### src/rtl/calc_control_fsm.sv
`default_nettype none
// ============================================================================
//  Module      : calc_control_fsm
//  Description : Multi-cycle sequencer for the 16-bit core. Decodes the IR
//                opcode and drives every ALU/memory/register-file select and
//                enable, resolving branches from the live ALU flags and
//                stretching fetch/load/store on the memory ready handshake.
//  Revision    : 1.0 - initial release
// ============================================================================
module calc_control_fsm (
  input  logic       clk,
  input  logic       reset,
  input  logic [3:0] input_opcode,
  input  logic [3:0] input_funct,
  input  logic       input_Zero,
  input  logic       input_negative,
  input  logic       input_mem_ready,
  output logic [1:0] output_ALUSrcA,
  output logic [1:0] output_ALUSrcB,
  output logic [3:0] output_ALUOp,
  output logic       output_PCSrc,
  output logic       output_keep_ALUOut,
  output logic       output_PCWrite,
  output logic       output_IRWrite,
  output logic       output_MemRead,
  output logic       output_MemWrite,
  output logic       output_RegWrite,
  output logic       output_IorD,
  output logic       output_MemtoReg,
  output logic       output_halted,
  output logic       output_illegal,
  output logic [3:0] output_state
);

  typedef enum logic [3:0] {
    S_RST       = 4'h0,
    S_FETCH     = 4'h1,
    S_DECODE    = 4'h2,
    S_EXEC_R    = 4'h3,
    S_EXEC_I    = 4'h4,
    S_ALU_WB    = 4'h5,
    S_MEM_ADDR  = 4'h6,
    S_MEM_READ  = 4'h7,
    S_MEM_WB    = 4'h8,
    S_MEM_WRITE = 4'h9,
    S_BRANCH    = 4'hA,
    S_JUMP      = 4'hB,
    S_HALT      = 4'hC
  } state_t;

  localparam logic [3:0] OP_RTYPE = 4'h0;
  localparam logic [3:0] OP_ADDI  = 4'h1;
  localparam logic [3:0] OP_LW    = 4'h2;
  localparam logic [3:0] OP_SW    = 4'h3;
  localparam logic [3:0] OP_BEQ   = 4'h4;
  localparam logic [3:0] OP_BNE   = 4'h5;
  localparam logic [3:0] OP_BLT   = 4'h6;
  localparam logic [3:0] OP_JMP   = 4'h7;
  localparam logic [3:0] OP_HALT  = 4'hF;

  localparam logic [3:0] ALU_ADD   = 4'h0;
  localparam logic [3:0] ALU_SUB   = 4'h1;
  localparam logic [3:0] ALU_PASSA = 4'hF;

  state_t state_q, state_d;
  logic   illegal_q, illegal_d;
  logic   branch_taken;

  // State register and sticky illegal flag; active-low reset returns to RST.
  always_ff @(posedge clk) begin
    if (!reset) begin
      state_q   <= S_RST;
      illegal_q <= 1'b0;
    end else begin
      state_q   <= state_d;
      illegal_q <= illegal_d;
    end
  end

  // Branch condition from the flags the ALU produces for A-B this cycle.
  always_comb begin
    branch_taken = 1'b0;
    case (input_opcode)
      OP_BEQ:  branch_taken = input_Zero;
      OP_BNE:  branch_taken = ~input_Zero;
      OP_BLT:  branch_taken = input_negative;
      default: branch_taken = 1'b0;
    endcase
  end

  // Next-state decode and Moore outputs (PCWrite/IRWrite are the gated exceptions).
  always_comb begin
    state_d            = state_q;
    illegal_d          = illegal_q;
    output_ALUSrcA     = 2'd0;
    output_ALUSrcB     = 2'd0;
    output_ALUOp       = ALU_ADD;
    output_PCSrc       = 1'b0;
    output_keep_ALUOut = 1'b1;
    output_PCWrite     = 1'b0;
    output_IRWrite     = 1'b0;
    output_MemRead     = 1'b0;
    output_MemWrite    = 1'b0;
    output_RegWrite    = 1'b0;
    output_IorD        = 1'b0;
    output_MemtoReg    = 1'b0;
    output_halted      = 1'b0;

    case (state_q)
      S_RST: begin
        // Everything, including the ALUOut hold, is low while in reset.
        output_keep_ALUOut = 1'b0;
        state_d            = S_FETCH;
      end
      S_FETCH: begin
        // PC+1 goes straight into the PC only on the cycle memory delivers.
        output_MemRead = 1'b1;
        output_ALUSrcB = 2'd1;
        output_PCWrite = input_mem_ready;
        output_IRWrite = input_mem_ready;
        state_d        = input_mem_ready ? S_DECODE : S_FETCH;
      end
      S_DECODE: begin
        // ALUOut captures PC+1+imm for a possible branch.
        output_ALUSrcB     = 2'd2;
        output_keep_ALUOut = 1'b0;
        case (input_opcode)
          OP_RTYPE:             state_d = S_EXEC_R;
          OP_ADDI:              state_d = S_EXEC_I;
          OP_LW, OP_SW:         state_d = S_MEM_ADDR;
          OP_BEQ, OP_BNE, OP_BLT: state_d = S_BRANCH;
          OP_JMP:               state_d = S_JUMP;
          OP_HALT:              state_d = S_HALT;
          default: begin
            state_d   = S_HALT;
            illegal_d = 1'b1;
          end
        endcase
      end
      S_EXEC_R: begin
        output_ALUSrcA     = 2'd2;
        output_ALUOp       = input_funct;
        output_keep_ALUOut = 1'b0;
        state_d            = S_ALU_WB;
      end
      S_EXEC_I: begin
        output_ALUSrcA     = 2'd2;
        output_ALUSrcB     = 2'd2;
        output_keep_ALUOut = 1'b0;
        state_d            = S_ALU_WB;
      end
      S_ALU_WB: begin
        output_RegWrite = 1'b1;
        state_d         = S_FETCH;
      end
      S_MEM_ADDR: begin
        output_ALUSrcA     = 2'd2;
        output_ALUSrcB     = 2'd2;
        output_keep_ALUOut = 1'b0;
        state_d            = (input_opcode == OP_LW) ? S_MEM_READ : S_MEM_WRITE;
      end
      S_MEM_READ: begin
        output_IorD    = 1'b1;
        output_MemRead = 1'b1;
        state_d        = input_mem_ready ? S_MEM_WB : S_MEM_READ;
      end
      S_MEM_WB: begin
        output_RegWrite = 1'b1;
        output_MemtoReg = 1'b1;
        state_d         = S_FETCH;
      end
      S_MEM_WRITE: begin
        output_IorD     = 1'b1;
        output_MemWrite = 1'b1;
        state_d         = input_mem_ready ? S_FETCH : S_MEM_WRITE;
      end
      S_BRANCH: begin
        // Target stays in ALUOut while the ALU compares A and B.
        output_ALUSrcA = 2'd2;
        output_ALUOp   = ALU_SUB;
        output_PCSrc   = 1'b1;
        output_PCWrite = branch_taken;
        state_d        = S_FETCH;
      end
      S_JUMP: begin
        output_ALUSrcA = 2'd3;
        output_ALUOp   = ALU_PASSA;
        output_PCWrite = 1'b1;
        state_d        = S_FETCH;
      end
      S_HALT: begin
        output_halted = 1'b1;
        state_d       = S_HALT;
      end
      default: begin
        state_d = S_RST;
      end
    endcase
  end

  assign output_illegal = illegal_q;
  assign output_state   = state_q;

endmodule
`default_nettype wire

### config.mk
export PLATFORM = sky130hd
export DESIGN_NAME = calc_control_fsm
export DESIGN_NICKNAME = d
export VERILOG_FILES = /design/src/rtl/calc_control_fsm.sv
export SDC_FILE = /design/constraint.sdc
export NUM_CORES = 1
export LEC_CHECK = 0
export ABC_AREA = 1
export CORE_MARGIN = 10
export CORE_UTILIZATION = 31
export CTS_CLUSTER_SIZE = 12
export DETAILED_ROUTE_END_ITERATION = 8
export HOLD_SLACK_MARGIN = 0.06
export PLACE_DENSITY = 0.73
export SYNTH_ARGS = -nofsm -noshare
export SYNTH_HDL_FRONTEND = slang
export SYNTH_SLANG_ARGS = --single-unit
export TNS_END_PERCENT = 10
### constraint.sdc
create_clock -name clk -period 1.3 [get_ports clk]
set_clock_uncertainty 0.1 [all_clocks]
set_input_delay 0.325 -clock clk [delete_from_list [all_inputs] [get_ports clk]]
set_output_delay 0.325 -clock clk [all_outputs]
set_load 0.02 [all_outputs]
==> qor.csv, run 1 <==
stage,metric,value,unit
outcome,status,finished with violations,
outcome,violated checks,negative setup slack,
cells_and_area,layout cell share with drive strength beyond 1,0.617,
critical_path,crit path max fanout,5,
routing,metal3 WL,126,µm
critical_path,WP data arrival,1270,ps
synth,leading area contributor after synthesis,nand2_1,
synth,Synthesized Nets,129,
routing,met1 WL,1250,µm
floorplan,Die Span Y,62.2,µm
synth,YS warnings,0,
sta,Slew @ Worst Pin,209,ps
sta,max_slew headroom,0.860,
synth,synth top area cells,"nand2_1, nor2_1, dfxtp_1",
routing,WL/cell,14.7,µm
floorplan,CORE AREA,1710,µm²
routing,drt first pass iters,4,
global_route,GRT Total Usage,0.135,
cells_and_area,net total in the final layout,202,
routing,drt total wl,3130,µm
global_route,global route total overflow,0,
routing,WL met2,1700,µm
power_and_ir_drop,Power Density,762,nW/µm²
routing,DR top layer,met4,
critical_path,CP Launch Type,flip-flop,
clock_network,H-tree levels,1,
routing,Routed Antenna Nets,0,
synth,post-synthesis area per instance,4.77,µm²
sta,achievable frequency,591,MHz
floorplan,# rows,15,
routing,Via Count,1031,
synth,largest family of logic cells by synthesized area,simple AND/OR/NAND/NOR gates,
floorplan,die width,62.2,µm
clock_network,CTS tree,done,
synth,synthesized cell area,553,µm²
cells_and_area,synth-to-layout area growth,165,%
critical_path,CP Data Required Time,880,ps
critical_path,r2r setup slk,-130,ps
clock_network,# clock sinks,5,
power_and_ir_drop,Tot Pwr,1120,µW
sta,unrepaired setup endpoints after global routing,true,
global_route,first-pass GRT wire length,4540,µm
critical_path,Crit Path Class,reg -> out,
clock_network,number of CTS-inserted buffers,3,
sta,min Tclk post-route,1690,ps
critical_path,CP Capture Type,output pin,
critical_path,CP max stage cell,dfxtp_4,
routing,# DRC,0,
critical_path,worst-path cell chain,"inv_2, nor2_1, nand2_1, o21ai_1, buf_4",
global_route,antenna violations before repair,0,
sta,final setup violation count,25,
sta,hold slack,365,ps
clock_network,clk buf depth,2,
synth,Simple-Gate Fraction of Synth Area,0.602,
cells_and_area,Diodes inserted,0,
power_and_ir_drop,Pleak,0.000764,µW
synth,synth unique cells,12,
clock_network,clk_lat worst skew,230,ps
placed_design,IO buf count,35,
clock_network,Worst-path clk slew,40,ps
synth,Synth Area in Compound Gates,0.0950,
power_and_ir_drop,maximum VDD drop,0.824,mV
synth,share of the synthesized area in the top cell type,0.265,
synth,Post-Synthesis Cells,116,
critical_path,max incr delay on CP,400,ps
hold_path,Hold/Removal Path Class,reg -> reg,
placed_design,RePlAce Congestion,0.798,
global_route,number of global-route vias before repair,1057,
clock_network,Root Buffer,clkbuf_4,
synth,"Seq/Total Area, Yosys",0.181,
sta,max-slew violations,0,
synth,register bit total from synthesis,5,
sta,Final WS setup,-392,ps
global_route,largest net degree at the start of global routing,8,
routing,Detailed Route Iter0 Violations,25,
placed_design,Final HPWL DP,2020,µm
synth,adder-cell share of the synthesized area,0,
floorplan,area of the die,3870,µm²
floorplan,I/O pins,36,
sta,final worst-path cycle share,1.30,
sta,final hold vios,0,
floorplan,initial core utilization,0.324,
synth,XOR/XNOR Fraction of Synth Area,0,
job,# Max-Cap Violations,0,
synth,mux cell area share after synthesis,0,
routing,Vias/cell,4.84,
==> cell type report <==
cell class	instances	area, µm²
Timing Repair Buffer	68	612
Tap cell	25	31.3
Inverter	18	80.1
Fill cell	95	244
Multi-Input combinational cell	93	599
Clock buffer	4	26.3
Sequential cell	5	115
==> through the flow <==
stage / worst slack, ps / std cells / util / instance area, µm² / TNS [ps]
finish: -392 / 213 / 0.857 / 1460 / -6210
detailed placement: -1180 / 206 / 0.736 / 1260 / -13230
CTS: -314 / 213 / 0.830 / 1420 / -5140
global route: -469 / 213 / 0.857 / 1460 / -7380
global placement: -1140 / 206 / 0.736 / 1260 / -12940
floorplan: -69.5 / 116 / - / 649 / -561
==> worst paths after layout <==
check	startpoint	endpoint	depth (start not counted)
worst max-delay path	output_state[0]	output_RegWrite	5
worst min-delay path	output_illegal	output_illegal	2
worst max register to register	output_state[0]	output_state[1]	9
worst min register to register	output_illegal	output_illegal	2
==> where the power goes <==
| group | leakage (µW) | internal, µW | switching (µW) | total [µW] |
|---|---|---|---|---|
| combinational | 0.000706 | 342 | 389 | 731 |
| sequential | 0.0000436 | 173 | 44.5 | 217 |
| clock | 0.0000150 | 115 | 51.8 | 167 |
==> layer usage <==
layer / up-vias / GRT usage
li1: 504 / -
met2: 39 / 0.267
met4: 0 / 0.0514
met3: 7 / 0.0197
met5: - / 0
met1: 481 / 0.135
==> cell usage after synthesis <==
cell	n
a21oi_1	1
nand2_1	39
inv_1	18
dfxtp_1	5
nand3_1	10
nor2_1	31
o21ai_1	1
o21ai_0	7
o211ai_1	1
nand2_2	1
nand4_1	1
nand3b_1	1
==> cells by family (layout without fill, tap and decap cells) <==
group	Yosys count	count (layout)
AOI/OAI and AO/OA	10	10
buffers and inverters	18	90
DFF	5	5
and+or+nand+nor	83	83
==> placed cells by master, fill, tap and decap left out, drive strengths merged <==
master and instances:
clkbuf 5, inv 18, clkdlybuf4s15 2, o21ai 8, dlygate4sd2 5, nand2 40, nand4 1, dfxtp 5
nand3b 1, buf 55, clkdlybuf4s50 5, nor2 31, nand3 10, a21oi 1, o211ai 1
==> flip-flops by register name, indices dropped and copies added, names as in the netlist <==
register,flops
output_state,4
output_illegal,1
==> worst max-delay path: cells and delay by family, from the launching register on <==
| family | cells | cell delay (ps) |
|---|---|---|
| flip-flops | 1 | 400 |
| buffers and inverters | 2 | 240 |
| AO/OA/AOI/OAI | 1 | 110 |
| AND/OR/NAND/NOR | 2 | 280 |
==> timing repair <==
| action | 4_1_cts | 5_1_grt |
|---|---|---|
| buffers inserted | 3 | 0 |
| hold buffers | 0 | 0 |
| gates resized for setup | 171 | 17 |
| pin swaps | 13 | 6 |
| setup endpoints to repair | 28 | 25 |
Power figures use the tool's default switching activity.
==> run 2, diff against run 1 <==
- CTS_CLUSTER_SIZE: 12 -> unset
- PLACE_DENSITY: 0.73 -> 0.75
==> qor.csv, run 2 (same netlist as run 1, synthesis figures left out) <==
stage,metric,value,unit
outcome,status,finished with violations,
outcome,violated checks,negative setup slack,
critical_path,Buf/Inv on CP,3,
cells_and_area,fill count,102,
power_and_ir_drop,Pleak,0.000754,µW
global_route,GRT met3 Usage,0.0323,
clock_network,CTS tree,done,
hold_path,Hold/Removal Path Class,reg -> reg,
sta,max_slew headroom,0.848,
critical_path,cell count along the critical path,5,
floorplan,Die Span Y,62.2,µm
critical_path,worst-path cell chain,"inv_4, nand2_2, buf_4, o21ai_1, buf_4",
sta,max-slew violations,0,
critical_path,r2r setup slk,-130,ps
cells_and_area,synth-to-layout area growth,158,%
cells_and_area,non-filler instance count after layout,214,
critical_path,max incr delay on CP,370,ps
routing,WL/cell,13.4,µm
clock_network,H-tree levels,1,
routing,Detailed Route Iter0 Violations,19,
critical_path,critical path startpoint,output_state[0],
critical_path,Crit Path Class,reg -> out,
global_route,first-pass GRT wire length,4750,µm
clock_network,CTS Hold Bufs,0,
cells_and_area,"leading cell type in the layout, fill and taps excluded",buf_4,
critical_path,crit path max fanout,5,
clock_network,clk_lat worst skew,240,ps
routing,# DRC,0,
floorplan,initial core utilization,0.324,
critical_path,WP data arrival,1240,ps
placed_design,Placed Instance Area,1250,µm²
sta,unrepaired setup endpoints after global routing,true,
global_route,GRT busiest layer,met2,
cells_and_area,net total in the final layout,203,
clock_network,Worst-path clk slew,40,ps
global_route,number of global-route vias before repair,1070,
power_and_ir_drop,maximum VDD drop,0.726,mV
floorplan,die width,62.2,µm
critical_path,Crit path max-delay family,buffers and inverters,
power_and_ir_drop,Tot Pwr,1070,µW
placed_design,RePlAce Congestion,0.862,
routing,drt first pass iters,4,
global_route,GRT Total Usage,0.142,
floorplan,# rows,15,
sta,final worst-path cycle share,1.28,
routing,drt total wl,2860,µm
critical_path,CP Launch Type,flip-flop,
critical_path,CP Capture Type,output pin,
critical_path,CP Data Required Time,880,ps
floorplan,CORE AREA,1710,µm²
global_route,antenna violations before repair,0,
global_route,global route total overflow,0,
cells_and_area,fin area,1430,µm²
cells_and_area,Diodes inserted,0,
sta,final setup violation count,25,
sta,Slew @ Worst Pin,229,ps
sta,achievable frequency,602,MHz
routing,Via Count,1032,
global_route,GR Layer Usage met1,0.145,
clock_network,Root Buffer,clkbuf_4,
global_route,largest net degree at the start of global routing,8,
placed_design,Final HPWL DP,2100,µm
clock_network,# clock sinks,5,
critical_path,reg2reg path depth,10,
critical_path,CP max stage cell,dfxtp_4,
clock_network,clk buf depth,2,
placed_design,IO buf count,35,
critical_path,worst r2r src,output_state[0],
hold_path,Hold Path Depth,2,
job,# Max-Cap Violations,0,
cells_and_area,Finished Core Util,0.835,
sta,final hold vios,0,
global_route,met2 Use GR,0.277,
routing,Vias/cell,4.82,
cells_and_area,most frequent cells in the layout,"buf_4, nand2_1, buf_6",
floorplan,I/O pins,36,
sta,Final WS setup,-362,ps
critical_path,RR Endpoint,output_state[2],
floorplan,area of the die,3870,µm²
cells_and_area,number of flip-flops in the largest register,4,
power_and_ir_drop,Power Density,751,nW/µm²
critical_path,"most used cell, CP",buf_4,
routing,Routed Antenna Nets,0,
critical_path,crit path to,output_ALUSrcB[1],
placed_design,dpl cells,205,
cells_and_area,layout cell share with drive strength beyond 1,0.571,
sta,min Tclk post-route,1660,ps
clock_network,number of CTS-inserted buffers,3,
run 2: changes by cell type in the layout (fill, tap and decap cells not counted), moves of 2 or more:
cell	delta
nand3_1	+5
nand3_2	-5
buf_6	-3
buf_2	+2
buf_4	+2
nor2_1	+2
nor2_2	-2
run 2: layout make-up:
type	instances	area, µm²	share of cell area
clock buffers	4	26.3	0.0184
inverters	18	82.6	0.0579
multi-input cells	93	564	0.396
flip-flops and latches	5	115	0.0807
well taps	25	31.3	0.0219
repair buffers	69	607	0.425
run 2: power breakdown:
part | switching (µW) | internal (µW) | total (µW)
Clock | 58.9 | 116 | 175
Combinational | 367 | 313 | 680
Sequential | 43.3 | 173 | 216
Total | 469 | 602 | 1070
run 2: how the worst min path moves through the flow:
stage / startpoint / to / slack (ps)
global route: output_illegal / output_illegal / 400
global placement: output_illegal / output_illegal / 340
detailed placement: output_illegal / output_illegal / 360
floorplan: reset / output_state[3] / 400
finish: output_illegal / output_illegal / 360
CTS: output_illegal / output_illegal / 370
run 2: worst reg2reg max path: stages (launching register included):
cell and delay, ps:
dfxtp_4 370, nand2_4 100, inv_4 50, nand2_2 70, nand2_2 80, buf_4 130
buf_4 110, nor2_1 80, nand2_1 80, nor2_2 100, nor2_1 50
run 2: stage by stage:
stage	setup WS (ps)	hold slack (ps)	TNS, ps
after floorplan	-69.5	398	-561
after global placement	-1130	341	-12670
after detailed placement	-1160	360	-13230
after CTS	-327	370	-5670
after global routing	-403	404	-7620
final	-362	360	-6120
run 2: what timing repair did:
| action | CTS | global route |
|---|---|---|
| pin swaps | 18 | 9 |
| setup buffers | 5 | 0 |
| gates resized for setup | 160 | 15 |
| setup endpoints to repair | 28 | 28 |
run 2: per-layer routing:
layer | up-vias | share of wire
li1 | 509 | -
met1 | 475 | 0.39
met2 | 40 | 0.55
met3 | 8 | 0.029
met4 | 0 | 0.025
met5 | - | 0
